[config.mk]
export PLATFORM = sky130hd
export DESIGN_NAME = mem_pwr_ctrl_flat
export DESIGN_NICKNAME = d
export VERILOG_FILES = /design/src/rtl/mem_pwr_pkg.sv /design/src/rtl/mem_pwr_ctrl_if.sv /design/src/rtl/mem_pwr_ctrl_timer.sv /design/src/rtl/mem_pwr_ctrl.sv /design/src/flat_wrapper.sv
export SDC_FILE = /design/constraint.sdc
export NUM_CORES = 1
export LEC_CHECK = 0
export CORE_MARGIN = 2
export CORE_UTILIZATION = 35
export CTS_CLUSTER_DIAMETER = 150
export CTS_CLUSTER_SIZE = 25
export DETAILED_ROUTE_END_ITERATION = 16
export PLACE_DENSITY = 0.6
export SLEW_MARGIN = 40
export SYNTH_ARGS = -nofsm -noshare
export SYNTH_HDL_FRONTEND = slang
export SYNTH_SLANG_ARGS = --single-unit
[constraint.sdc]
create_clock -name clk -period 4.3 [get_ports clk]
set_input_delay 0.43 -clock clk [delete_from_list [all_inputs] [get_ports clk]]
set_output_delay 0.43 -clock clk [all_outputs]
set_load 0.005 [all_outputs]
[src/rtl/mem_pwr_pkg.sv]
// Shared definitions for the mem_ctrl power sequencer: state encodings and
// the isolation/power/retention output vector that each state drives.
package mem_pwr_pkg;

    typedef enum logic [2:0] {
        ST_ON      = 3'd0,
        ST_SAVE    = 3'd1,
        ST_ISO     = 3'd2,
        ST_PWR_OFF = 3'd3,
        ST_OFF     = 3'd4,
        ST_PWR_ON  = 3'd5,
        ST_RESTORE = 3'd6
    } pwr_state_e;

    typedef struct packed {
        logic iso_up;
        logic pwr_up;
        logic save;
        logic restore;
    } pwr_out_t;

    // Bit order: {iso_up, pwr_up, save, restore}
    localparam pwr_out_t OUT_ON      = 4'b0100;
    localparam pwr_out_t OUT_SAVE    = 4'b0110;
    localparam pwr_out_t OUT_ISO     = 4'b1100;
    localparam pwr_out_t OUT_PWR_OFF = 4'b1000;
    localparam pwr_out_t OUT_OFF     = 4'b1000;
    localparam pwr_out_t OUT_PWR_ON  = 4'b1100;
    localparam pwr_out_t OUT_RESTORE = 4'b1101;

    function automatic pwr_out_t state_outputs(input pwr_state_e s);
        pwr_out_t o;
        case (s)
            ST_ON:      o = OUT_ON;
            ST_SAVE:    o = OUT_SAVE;
            ST_ISO:     o = OUT_ISO;
            ST_PWR_OFF: o = OUT_PWR_OFF;
            ST_OFF:     o = OUT_OFF;
            ST_PWR_ON:  o = OUT_PWR_ON;
            ST_RESTORE: o = OUT_RESTORE;
            default:    o = OUT_ON;
        endcase
        return o;
    endfunction

endpackage

[src/rtl/mem_pwr_ctrl_if.sv]
// Request/status bundle between the power sequencer and its requester.
interface mem_pwr_ctrl_if;
    logic       pwr_down_req;
    logic       pwr_up_req;
    logic       mem_busy;
    logic       iso_up;
    logic       pwr_up;
    logic       save;
    logic       restore;
    logic       pwr_done;
    logic [2:0] pwr_state;

    modport master (
        output pwr_down_req, pwr_up_req, mem_busy,
        input  iso_up, pwr_up, save, restore, pwr_done, pwr_state
    );

    modport slave (
        input  pwr_down_req, pwr_up_req, mem_busy,
        output iso_up, pwr_up, save, restore, pwr_done, pwr_state
    );
endinterface

[src/rtl/mem_pwr_ctrl_timer.sv]
// Phase down-counter: loaded with N-1 on phase entry, counts to zero so a
// phase lasts exactly N cycles.
module pwr_phase_timer #(
    parameter int CNT_W = 4
) (
    input  logic             clk,
    input  logic             reset,
    input  logic             load_i,
    input  logic [CNT_W-1:0] load_val_i,
    input  logic             dec_i,
    output logic             zero_o
);
    logic [CNT_W-1:0] cnt_q;
    logic [CNT_W-1:0] cnt_d;

    always_comb begin
        cnt_d = cnt_q;
        if (load_i) begin
            cnt_d = load_val_i;
        end else if (dec_i && (cnt_q != '0)) begin
            cnt_d = cnt_q - 1'b1;
        end
    end

    always_ff @(posedge clk) begin
        if (reset) begin
            cnt_q <= '0;
        end else begin
            cnt_q <= cnt_d;
        end
    end

    assign zero_o = (cnt_q == '0);
endmodule

[src/rtl/mem_pwr_ctrl.sv]
// Power sequencer for the mem_ctrl domain: save -> isolate -> power-off and
// power-on -> restore -> de-isolate, with registered outputs.
module mem_pwr_ctrl
    import mem_pwr_pkg::*;
#(
    parameter int SAVE_CYCLES    = 2,
    parameter int ISO_CYCLES     = 1,
    parameter int PWR_CYCLES     = 4,
    parameter int RESTORE_CYCLES = 2,
    parameter int CNT_W          = 4
) (
    input  logic              clk,
    input  logic              reset,
    mem_pwr_ctrl_if.slave     ctrl_if
);
    localparam logic [CNT_W-1:0] SAVE_LOAD    = CNT_W'(SAVE_CYCLES - 1);
    localparam logic [CNT_W-1:0] ISO_LOAD     = CNT_W'(ISO_CYCLES - 1);
    localparam logic [CNT_W-1:0] PWR_LOAD     = CNT_W'(PWR_CYCLES - 1);
    localparam logic [CNT_W-1:0] RESTORE_LOAD = CNT_W'(RESTORE_CYCLES - 1);

    pwr_state_e       state_q;
    pwr_state_e       state_d;
    pwr_out_t         outs_q;
    logic             done_q;
    logic             done_d;
    logic             tmr_load;
    logic [CNT_W-1:0] tmr_load_val;
    logic             tmr_dec;
    logic             tmr_zero;

    pwr_phase_timer #(
        .CNT_W (CNT_W)
    ) u_timer (
        .clk        (clk),
        .reset      (reset),
        .load_i     (tmr_load),
        .load_val_i (tmr_load_val),
        .dec_i      (tmr_dec),
        .zero_o     (tmr_zero)
    );

    // Each timed phase loads the timer for the phase it is about to enter.
    always_comb begin
        state_d      = state_q;
        tmr_load     = 1'b0;
        tmr_load_val = '0;
        tmr_dec      = 1'b0;
        case (state_q)
            ST_ON: begin
                if (ctrl_if.pwr_down_req && !ctrl_if.mem_busy) begin
                    state_d      = ST_SAVE;
                    tmr_load     = 1'b1;
                    tmr_load_val = SAVE_LOAD;
                end
            end
            ST_SAVE: begin
                if (tmr_zero) begin
                    state_d      = ST_ISO;
                    tmr_load     = 1'b1;
                    tmr_load_val = ISO_LOAD;
                end else begin
                    tmr_dec = 1'b1;
                end
            end
            ST_ISO: begin
                if (tmr_zero) begin
                    state_d      = ST_PWR_OFF;
                    tmr_load     = 1'b1;
                    tmr_load_val = PWR_LOAD;
                end else begin
                    tmr_dec = 1'b1;
                end
            end
            ST_PWR_OFF: begin
                if (tmr_zero) begin
                    state_d = ST_OFF;
                end else begin
                    tmr_dec = 1'b1;
                end
            end
            ST_OFF: begin
                if (ctrl_if.pwr_up_req) begin
                    state_d      = ST_PWR_ON;
                    tmr_load     = 1'b1;
                    tmr_load_val = PWR_LOAD;
                end
            end
            ST_PWR_ON: begin
                if (tmr_zero) begin
                    state_d      = ST_RESTORE;
                    tmr_load     = 1'b1;
                    tmr_load_val = RESTORE_LOAD;
                end else begin
                    tmr_dec = 1'b1;
                end
            end
            ST_RESTORE: begin
                if (tmr_zero) begin
                    state_d = ST_ON;
                end else begin
                    tmr_dec = 1'b1;
                end
            end
            default: begin
                state_d = ST_ON;
            end
        endcase
    end

    assign done_d = ((state_q == ST_PWR_OFF) && (state_d == ST_OFF)) ||
                    ((state_q == ST_RESTORE) && (state_d == ST_ON));

    // Outputs decode the next state so they change on the same edge as the state.
    always_ff @(posedge clk) begin
        if (reset) begin
            state_q <= ST_ON;
            outs_q  <= OUT_ON;
            done_q  <= 1'b0;
        end else begin
            state_q <= state_d;
            outs_q  <= state_outputs(state_d);
            done_q  <= done_d;
        end
    end

    assign ctrl_if.iso_up    = outs_q.iso_up;
    assign ctrl_if.pwr_up    = outs_q.pwr_up;
    assign ctrl_if.save      = outs_q.save;
    assign ctrl_if.restore   = outs_q.restore;
    assign ctrl_if.pwr_done  = done_q;
    assign ctrl_if.pwr_state = state_q;
endmodule

[src/flat_wrapper.sv]
// flat-port wrapper written by rule: the top's interface ports become plain ports
module mem_pwr_ctrl_flat import mem_pwr_pkg::*;
#(
    parameter int SAVE_CYCLES    = 2,
    parameter int ISO_CYCLES     = 1,
    parameter int PWR_CYCLES     = 4,
    parameter int RESTORE_CYCLES = 2,
    parameter int CNT_W          = 4
)
  (clk, reset, ctrl_if_pwr_down_req, ctrl_if_pwr_up_req, ctrl_if_mem_busy, ctrl_if_iso_up, ctrl_if_pwr_up, ctrl_if_save, ctrl_if_restore, ctrl_if_pwr_done, ctrl_if_pwr_state);
  mem_pwr_ctrl_if ctrl_if_i ();
  input  logic clk;
  input  logic reset;
  input wire logic [$bits(ctrl_if_i.pwr_down_req)-1:0] ctrl_if_pwr_down_req;
  input wire logic [$bits(ctrl_if_i.pwr_up_req)-1:0] ctrl_if_pwr_up_req;
  input wire logic [$bits(ctrl_if_i.mem_busy)-1:0] ctrl_if_mem_busy;
  output wire logic [$bits(ctrl_if_i.iso_up)-1:0] ctrl_if_iso_up;
  output wire logic [$bits(ctrl_if_i.pwr_up)-1:0] ctrl_if_pwr_up;
  output wire logic [$bits(ctrl_if_i.save)-1:0] ctrl_if_save;
  output wire logic [$bits(ctrl_if_i.restore)-1:0] ctrl_if_restore;
  output wire logic [$bits(ctrl_if_i.pwr_done)-1:0] ctrl_if_pwr_done;
  output wire logic [$bits(ctrl_if_i.pwr_state)-1:0] ctrl_if_pwr_state;
  assign ctrl_if_i.pwr_down_req = ctrl_if_pwr_down_req;
  assign ctrl_if_i.pwr_up_req = ctrl_if_pwr_up_req;
  assign ctrl_if_i.mem_busy = ctrl_if_mem_busy;
  assign ctrl_if_iso_up = ctrl_if_i.iso_up;
  assign ctrl_if_pwr_up = ctrl_if_i.pwr_up;
  assign ctrl_if_save = ctrl_if_i.save;
  assign ctrl_if_restore = ctrl_if_i.restore;
  assign ctrl_if_pwr_done = ctrl_if_i.pwr_done;
  assign ctrl_if_pwr_state = ctrl_if_i.pwr_state;
  mem_pwr_ctrl #(.SAVE_CYCLES(SAVE_CYCLES), .ISO_CYCLES(ISO_CYCLES), .PWR_CYCLES(PWR_CYCLES), .RESTORE_CYCLES(RESTORE_CYCLES), .CNT_W(CNT_W)) u_core (.clk(clk), .reset(reset), .ctrl_if(ctrl_if_i));
endmodule
* Yosys cells after proc, flatten, opt, wreduce, memory -nomap -nowiden *
Index checks and enable logic that the tools add are counted.

storage, ports and cells
  bits in registers = 12
  latch bits = 0
  memory bits (writable) = 0
  bits in read-only memories = 0
  bits of input ports = 5
  output and inout port bits = 8
  logic and storage cells = 57
  memories kept = 0

operators by class
  $add $sub $neg = 1
  multipliers = 0
  divide/modulo/power cells = 0
  $lt $le $gt $ge = 0
  eq/ne operators = 12
  shift-type cells = 0
  multiplexer cells = 22
  bitwise logic cells = 0
  reductions and logical operators = 15

operators by type and width
  cell                   number
  $pmux W4 S4            2
  $mux W3                7
  $pmux W3 S7            1
  $eq A3 B3 Y1 const B   6
  $eq A3 B2 Y1 const B   4
  $mux W4                2
  $mux W1                7
  $eq A3 B1 Y1 const B   2
  $logic_not A3 Y1       2
  $reduce_or A5 Y1       1
  $logic_and A1 B1 Y1    4
  $logic_not A4 Y1       1
  $mux W2                2
  $reduce_bool A4 Y1     1
  $reduce_or A2 Y1       2
  $sub A4 B1 Y4 const B  1
  $pmux W1 S3            1
  $reduce_or A3 Y1       1
  $reduce_bool A2 Y1     1
  $logic_not A1 Y1       1
  $logic_or A1 B1 Y1     1

* Logic depth before layout (Yosys ltp) *
  word-level depth = 7
  depth in mapped cells = 6
  mapped depth without buffers = 6

* Cells and area by module *
From an unflattened synthesis, not the netlist that was laid out.

unflattened totals
  cell total of the unflattened synthesis = 89
  area, all modules = 797.0 um^2

modules (own cells, without submodules)
  module           instances  cells each  area an instance (um^2)  sequential area each (um^2)
  mem_pwr_ctrl     1          60          534.3                    160.2
  pwr_phase_timer  1          29          262.8                    80.1

* Least setup slack after synthesis *
No wires, ideal clock.

  path type = register to register
  start = register u_core.u_timer.cnt_q[0]
  end = register u_core.u_timer.cnt_q[1]
  setup time = 0.086 ns
  arrival time = 1.408 ns
  data required time = 4.214 ns
  path slack = 2.806 ns
  stages on the path, launching flop included = 7
  buffers on the path = 0
  period minus slack after synthesis = 1.494 ns
  cell sequence = dfxtp_1 -> inv_1 -> ha_1 -> nor3b_4 -> o211ai_1 -> nand3_1 -> a221oi_2

on the way
  word-level cells in the longest chain between the ends = 5
  elaborated cells on any way between the ends = 13
  classes of those cells = add/sub (1); mux (8); reduce/logical (4)

RTL lines
  what                                                   line                      source
  from (decl)                                            mem_pwr_ctrl_timer.sv:13  logic [CNT_W-1:0] cnt_q;
  from (signal assigned)                                 mem_pwr_ctrl_timer.sv:29  cnt_q <= cnt_d;
  branches (longest 5 deep; another with $sub A4 B1 Y4)  n/a

Several ways; the timed one is not identified. The select of a mux whose other input is x is not followed.
A chain may end at the register's enable or synchronous reset.

* Final worst setup path *
  start = register u_core.state_q[1], in the netlist u_core.ctrl_if.pwr_state[1]
  end = output port ctrl_if_pwr_state[1]

RTL lines
  what                    line                 source
  from (decl)             mem_pwr_ctrl.sv:21   pwr_state_e state_q;
  from (signal assigned)  mem_pwr_ctrl.sv:120  state_q <= state_d;
  to (decl)               flat_wrapper.sv:22   output wire logic [$bits(ctrl_if_i.pwr_state)-1:0] ctrl_if_pwr_state;

No word-level cell between the ends.

==> flow_metrics.env <==
export IMPL_grt_overflow_total=0
export IMPL_synth_cell_types=36
export IMPL_critPathLaunchType="flop"
export IMPL_worstPathRequired_ns=3.87
export IMPL_path_delay_family="flip-flops"
export IMPL_p_int_w=0.000340
export IMPL_reg2reg_slack_ns=2.63
export IMPL_outcome="complete, no violations"
export IMPL_synth_top_area_share_pct=33.5
export IMPL_drt_iter0_markers=20
export IMPL_synth_warnings=0
export IMPL_nFillCells=214
export IMPL_final_core_util_pct=45.6
export IMPL_clock_sinks=12
export IMPL_fin_crit_ns=2.00
export IMPL_hold_path_startpoint="u_core.u_timer.cnt_q[1]$_SDFFE_PP0P_"
export IMPL_antenna_found_initial=0
export IMPL_tns_ns=0
export IMPL_fp_dieW_um=49.3
export IMPL_synth_area_um2=717
export IMPL_synth_nets=91
export IMPL_max_freq_mhz=501
export IMPL_io_buffers=12
export IMPL_row_count=16
export IMPL_cp_cell_sequence="clkdlybuf4s50_1"
export IMPL_finalHoldViolCount=0
export IMPL_hpwl_um=1050
export IMPL_initial_core_util_pct=36.9
export IMPL_avgViaCountPerCell=5.43
export IMPL_cts_setup_buffers=0
export IMPL_synthCells=85
export IMPL_avgSynthCellArea_um2=8.43
export IMPL_slowest_stage="dfxtp_1"
export IMPL_cp_buffers_inverters=1
export IMPL_die_h_um=49.3
export IMPL_clock_skew_ns=0.000675
export IMPL_die_area_mm2=0.00243
export IMPL_htree_levels=1
export IMPL_pwr_share_clk_pct=16.5
export IMPL_end_kind="output pin"
export IMPL_antenna_left=0
export IMPL_min_path_type="reg -> reg"
export IMPL_cts_buffers=3
export IMPL_nets=103
export IMPL_grt_usage_pct=13.6
export IMPL_drt_pass1_iter_count=4
export IMPL_crit_path_max_incr_delay_ns=0.68
export IMPL_setup_viol=0
export IMPL_max_cap_violations=0
export IMPL_ctsHoldBuffers=0
export IMPL_post_cts_resized=0
export IMPL_rsz0062_at_grt="false"
export IMPL_cts_root_buf="clkbuf_4"
export IMPL_whs_ns=0.500
export IMPL_clk_latency_ns=0.27
export IMPL_worstPathArrival_ns=1.57
export IMPL_power_w=0.000560
export IMPL_finalCritPeriodShare_pct=46.4
export IMPL_p_per_area_mw_per_mm2=633
export IMPL_clk_pin_slew_worst_paths_ns=0.08
export IMPL_diodes=0
export IMPL_grt_max_degree=20
export IMPL_sw_frac_of_total_pct=39.3
export IMPL_route_met2_wl_um=689
export IMPL_crit_fanout=19
export IMPL_place_area_um2=848
export IMPL_wl_met3_um=61
export IMPL_tightestPinTransition_ns=0.559
export IMPL_cts_tree="built"
export IMPL_core_area_mm2=0.00194
export IMPL_ys_seq_area_share_pct=33.5
export IMPL_grt_pass1_vias=573
export IMPL_slew_headroom_pct=62.7
export IMPL_ioPinCount=13
export IMPL_drcViolationCount=0
export IMPL_combPwrFrac_pct=50.1
export IMPL_synthToLayoutAreaGrowth_pct=23.4
export IMPL_hold_end="u_core.u_timer.cnt_q[1]$_SDFFE_PP0P_"
export IMPL_finalWeightedCongestion=0.877
export IMPL_max_vdd_ir_drop_mv=0.243
export IMPL_drive_gt1_share_pct=11.5
export IMPL_grt_pass1_wl_um=2550
export IMPL_post_synth_top_area_cell="dfxtp_1"
export IMPL_power_switching_w=0.000220
export IMPL_r2r_start="u_core.u_timer.cnt_q[0]$_SDFFE_PP0P_"
export IMPL_critPathKind="reg -> out"
export IMPL_fin_area_um2=885
export IMPL_ys_ff_latch=12
export IMPL_p_seq_share_pct=33.4
export IMPL_final_cell_mix="12 x clkdlybuf4s50_1, 12 x dfxtp_1, 8 x nand2_1, 8 x nor2_1, 5 x a21oi_1"
export IMPL_hold_depth=2
export IMPL_finalMaxSlewViolations=0
export IMPL_synth_area_leaders="dfxtp_1 34%, nand2_1 4.2%, nor2_1 4.2%"
export IMPL_wl_met1_um=701
export IMPL_cts_buffer_depth=2
export IMPL_vias=668
export IMPL_top_layer_used="met4"
export IMPL_power_leakage_nw=0.318
export IMPL_wl_um=1470
export IMPL_rr_worst_depth=6
export IMPL_wl_per_cell_um=11.9
export IMPL_r2r_end="u_core.u_timer.cnt_q[1]$_SDFFE_PP0P_"
[registers in the layout, summed over array words and instances, names as in the netlist]
register / flops
u_core.u_timer.cnt_q: 4
u_core.ctrl_if.pwr_done: 1
u_core.ctrl_if.iso_up: 1
u_core.ctrl_if.restore: 1
u_core.ctrl_if.save: 1
u_core.ctrl_if.pwr_up: 1
u_core.ctrl_if.pwr_state: 3
[how the worst max path moves through the flow]
| stage | start | end | depth (start not counted) |
|---|---|---|---|
| 6_report | u_core.ctrl_if.pwr_state[1]$_SDFF_PP0_ | ctrl_if_pwr_state[1] | 1 |
| 5_1_grt | u_core.ctrl_if.pwr_state[2]$_SDFF_PP0_ | ctrl_if_pwr_state[2] | 1 |
| 4_1_cts | u_core.ctrl_if.pwr_state[2]$_SDFF_PP0_ | ctrl_if_pwr_state[2] | 1 |
| 3_5_place_dp | ctrl_if_pwr_down_req | u_core.u_timer.cnt_q[0]$_SDFFE_PP0P_ | 5 |
| 3_3_place_gp | ctrl_if_pwr_down_req | u_core.u_timer.cnt_q[0]$_SDFFE_PP0P_ | 5 |
| 2_1_floorplan | u_core.u_timer.cnt_q[0]$_SDFFE_PP0P_ | u_core.u_timer.cnt_q[1]$_SDFFE_PP0P_ | 6 |
[routing by layer]
| layer | global-route usage, % | vias to the layer above |
|---|---|---|
| met5 | 0 | - |
| met2 | 19.8 | 18 |
| met4 | 7.14 | 0 |
| met1 | 18.7 | 313 |
| li1 | - | 335 |
| met3 | 2.76 | 2 |
[layout make-up]
class | instances | area, µm² | share of cell area, %
clock buffer | 4 | 36.3 | 4.10
sequential | 12 | 240 | 27.2
inverter | 2 | 7.51 | 0.849
tap | 27 | 33.8 | 3.82
multi-input combinational | 66 | 447 | 50.5
timing repair buffer | 12 | 120 | 13.6
[power groups by stage]
stage | clock network, W | registers [W] | logic [W]
final | 0.0000924 | 0.000187 | 0.000281
after global routing | 0.0000992 | 0.000194 | 0.000312
after CTS | 0.0000946 | 0.000187 | 0.000281
after detailed placement | 0 | 0.000190 | 0.000279
after global placement | 0 | 0.000190 | 0.000280
after floorplan | 0 | 0.000166 | 0.000233
[Yosys cell counts, drive strengths merged]
cell type  number
a211oi          1
a21boi          1
a21oi           5
a221oi          1
a2bb2oi         2
a31oi           2
and2            2
and3b           1
buf             3
clkbuf          2
dfxtp          12
ha              1
inv             2
mux2i           2
nand2           8
nand2b          2
nand3           3
nand3b          3
nand4           1
nand4b          1
nand4bb         1
nor2            8
nor2b           1
nor3            4
nor3b           5
nor4            1
nor4b           1
o211ai          1
o21ai           4
or3             1
or3b            1
or4             1
xnor2           1
[per-stage QoR]
stage,setup slack (ns),instances
2_1_floorplan,2.81,85
3_3_place_gp,2.46,119
3_5_place_dp,2.44,119
4_1_cts,2.30,123
5_1_grt,2.20,123
6_report,2.30,123
[cell families (layout without fill, tap and decap cells)]
logic type / Yosys count / in the layout / share of synthesized area, %
AOI/OAI and AO/OA: 17 / 17 / 16.6
adders and majority gates: 1 / 1 / 1.74
muxes: 2 / 2 / 2.79
and+or+nand+nor: 45 / 45 / 40.0
DFF: 12 / 12 / 33.5
buffers and inverters: 7 / 18 / 4.19
xor gates and xnor gates: 1 / 1 / 1.22
Power figures use the tool's default switching activity.
